<file path="config.mk">
export PLATFORM = sky130hd
export DESIGN_NAME = clk_pulse_gen
export DESIGN_NICKNAME = d
export VERILOG_FILES = /design/src/rtl/clk_pulse_gen.sv
export SDC_FILE = /design/constraint.sdc
export NUM_CORES = 1
export LEC_CHECK = 0
export CORE_AREA = 5 5 42 44
export CTS_BUF_LIST = sky130_fd_sc_hd__clkbuf_4 sky130_fd_sc_hd__clkbuf_8
export DETAILED_ROUTE_END_ITERATION = 8
export DIE_AREA = 0 0 47 49
export GPL_TIMING_DRIVEN = 0
export PLACE_DENSITY_LB_ADDON = 0.15
export RECOVER_POWER = 25
export SLEW_MARGIN = 40
export SYNTH_ARGS = -nofsm -noshare
export SYNTH_HDL_FRONTEND = slang
export SYNTH_SLANG_ARGS = --single-unit
</file>
<file path="constraint.sdc">
create_clock -name in_clk -period 2.1 [get_ports in_clk]
set_input_delay 0.42 -clock in_clk [delete_from_list [all_inputs] [get_ports in_clk]]
set_output_delay 0.42 -clock in_clk [all_outputs]
set_load 0.01 [all_outputs]
</file>
<file path="src/rtl/clk_pulse_gen.sv">
// clk_pulse_gen: divides in_clk into a 50% slow clock level with one-cycle edge-announce pulses
//   in_clk  - main clock, all state on its rising edge
//   in_rst  - asynchronous active-high reset
//   out_clk - registered slow clock level
//   out_re  - high in the cycle before out_clk rises
//   out_fe  - high in the cycle before out_clk falls
module clk_pulse_gen #(
  parameter longint MAIN_CLK_HZ = 50_000_000,
  parameter longint CLK_HZ = 10_000,
  parameter bit CLK_INIT = 1'b1
) (
  input  logic in_clk,
  input  logic in_rst,
  output logic out_clk,
  output logic out_re,
  output logic out_fe
);
  localparam longint HALF_RAW = MAIN_CLK_HZ / CLK_HZ / 2;
  localparam longint HALF = (HALF_RAW < 1) ? 1 : HALF_RAW;
  localparam int CW = (HALF > 1) ? $clog2(HALF) : 1;
  localparam logic [CW-1:0] CTR_MAX = CW'(HALF - 1);
  logic [CW-1:0] ctr_q, ctr_d;
  logic clk_q, clk_d;
  logic wrap;
  always_ff @(posedge in_clk or posedge in_rst) begin
    if (in_rst) begin
      ctr_q <= '0;
      clk_q <= CLK_INIT;
    end else begin
      ctr_q <= ctr_d;
      clk_q <= clk_d;
    end
  end
  always_comb begin
    wrap = ctr_q == CTR_MAX;
    ctr_d = wrap ? '0 : ctr_q + 1'b1;
    clk_d = wrap ? ~clk_q : clk_q;
  end
  // pulses are gated by reset because with HALF=1 the reset counter already equals CTR_MAX
  assign out_clk = clk_q;
  assign out_re = wrap & ~clk_q & ~in_rst;
  assign out_fe = wrap & clk_q & ~in_rst;
endmodule

</file>
==> qor.yml <==
status: "complete, no violations"
regArea_um2: 327.8
synth_cell_types: 29
required_ps: 1680
final_cell_mix: "buf_4 (12), dfrtp_1 (11), xor2_1 (5)"
crit_path_max_incr_delay_ps: 360
die_w_um: 47
hold_violations: 0
end_kind: "output pin"
design_area_um2: 830.8
r2r_start: "ctr_q[0]"
cap_viol_max_count: 0
place_area_um2: 693.2
yosys.area.top_type_share_pct: 47.43
fmax_mhz: 507.4
tightest_slew_ps: 296.9
finalSetupViolCount: 0
overflow: 0
fin_crit_ps: 1971
cts_tree: "built"
multi_input_area_um2: 315.3
fin_crit_sh_pct: 93.86
layout.nets: 80
grt_first_pass_wirelength_um: 2187
die_h_um: 49
vias_per_cell: 5.370
clock-sinks: 13
drive_gt1_share_pct: 42.11
grtUsageMet3_pct: 3.690
num_vias: 494
p_int_mw: 0.3446
p_leak_nw: 0.3542
netlist_area_um2: 633.1
fin_skew_ps: 2.847
syn_nets: 60
pre_cts_slack_ps: -389.5
grt_use_met1_pct: 15.37
dp_cells: 77
avgSynthCellArea_um2: 11.11
netlist_instances: 57
grt_max_degree: 15
synth_edf_count: 0
crit_fanout: 4
p_clk_share_pct: 38.8
power_frac_comb_pct: 3.5
core_um2: 1401
grt_pass1_vias: 497
avgRoutedWirePerCell_um: 13.60
final_common_cell: "buf_4"
drcViolationCount: 0
dieArea_um2: 2303
synth_flop_cell: "dfrtp_1"
cts_root_buffer: "clkbuf_4"
antenna_found_initial: 0
ys_seq_area_share_pct: 51.58
path_clk_slew_ps: 80
nFillCells: 134
async_reset_ff_share_pct: 100.0
firstDrtPassIters: 3
antennaDiodeCount: 0
initial_core_util_pct: 45.18
cp_top_family: "simple AND/OR/NAND/NOR gates"
cp_num_buf_inv: 1
sequentialPowerShare_pct: 57.7
synth_top_area_cell: "dfrtp_1"
grt-busiest-layer: "met2"
clk_path_buf_depth: 2
rsz0062_at_grt: "yes"
ioPinCount: 5
final_util_pct: 59.29
ys_seq_elements: 13
htree_levels: 1
drtIter0Drc: 4
path_class: "reg -> out"
fin_ws_ps: 129.0
yosysWarnings: 0
critPathLaunch: "ctr_q[0]"
gp_congestion: 0.6757
crit_path_top_delay_cell: "dfrtp_1"
grt_usage_pct: 13.56
slew_viol_final: 0
drt.antenna.violating_nets: 0
worstSetupStartpointType: "flip-flop"
swShare_pct: 20.51
drt_wl_total_um: 1251
cts_inserted_buffers: 3
rows: 14
synthTopCellsByArea: "dfrtp_1 (47%), xor2_1 (6.9%), dfstp_2 (4.2%)"
netSwitchingPower_mw: 0.08889
cp_cell_sequence: "ha_2 > and4b_2 > and4_4 > nor3b_2 > buf_2"
io_buffers: 4
slew_headroom_pct: 80.15
clkLatencyLatePin_ps: 280
hold_path_class: "in -> async"
use_met2_pct: 20.81
detailed_place_hpwl_um: 780.6
ir_drop_v: 0.0003628
powerDensity_nw_per_um2: 521.8
layout-area-overhead-vs-synth_pct: 31.23
fin_cells: 92
critical_path_arrival_ps: 1550
==> cell type report <==
class | instances | share of cell area (%)
clock buffers | 4 | 3.614
inverters | 2 | 1.355
multi-input cells | 41 | 37.95
flip-flops and latches | 13 | 39.46
well taps | 16 | 2.410
repair buffers | 16 | 15.21
==> layer usage <==
metal	up-vias	share of wire, %
met5	-	0
met4	0	2.7
met3	4	3.0
met2	7	49
met1	238	45
li1	245	-
==> power by group through the flow <==
stage / combinational (mW) / sequential [mW] / clock [mW]
2_1_floorplan: 0.00394 / 0.255 / 0
3_3_place_gp: 0.00745 / 0.255 / 0
3_5_place_dp: 0.00774 / 0.255 / 0
4_1_cts: 0.00871 / 0.250 / 0.176
5_1_grt: 0.0174 / 0.250 / 0.192
6_report: 0.0154 / 0.250 / 0.168
==> path summary, 6_finish.rpt <==
check | endpoint | slack [ps] | depth (start not counted)
worst max register to register | ctr_q[8] | 540 | 6
min in group in_clk | ctr_q[10] | 530 | 1
max in group asynchronous | out_clk | 1360 | 3
worst min register to register | ctr_q[10] | 530 | 1
worst min-delay path | ctr_q[1] | 420 | 2
worst max-delay path | out_re | 130 | 5
==> cell families after synthesis <==
family,after synthesis,share of synthesized area [%]
AO/OA/AOI/OAI,8,7.905
XOR/XNOR,7,9.684
adder cells (fa/ha/maj),1,1.976
buffers and inverters,3,1.976
flip-flops,13,51.58
AND/OR/NAND/NOR,25,26.88
==> stage by stage <==
step                hold WS, ps  power, mW  setup TNS, ps
floorplan                 301.3     0.2590              0
global placement          451.8     0.2625         -625.0
detailed placement        457.8     0.2628         -691.3
CTS                       472.6     0.4348              0
global route              412.6     0.4601         -13.79
finish                    420.1     0.4335              0
==> cells in the mapped netlist, drive strengths merged (2+ instances only) <==
library cell,n
xnor2,2
and3,2
nand3,3
nand4,2
nor2,4
xor2,5
inv,2
or3,2
nand2,3
a21oi,3
nor3,2
o21ai,3
dfrtp,12
==> flip-flops by register name, indices dropped and copies added (netlist names) <==
signal	cells
ctr_q	12
out_clk	1
==> timing repair <==
item                                    in CTS  in global routing
pin swaps                                    1                  2
hold buffers                                 0                  0
resized for setup                           16                  3
setup buffers                                4                  8
endpoints found under the setup margin       2                  2
Power figures use the tool's default switching activity.
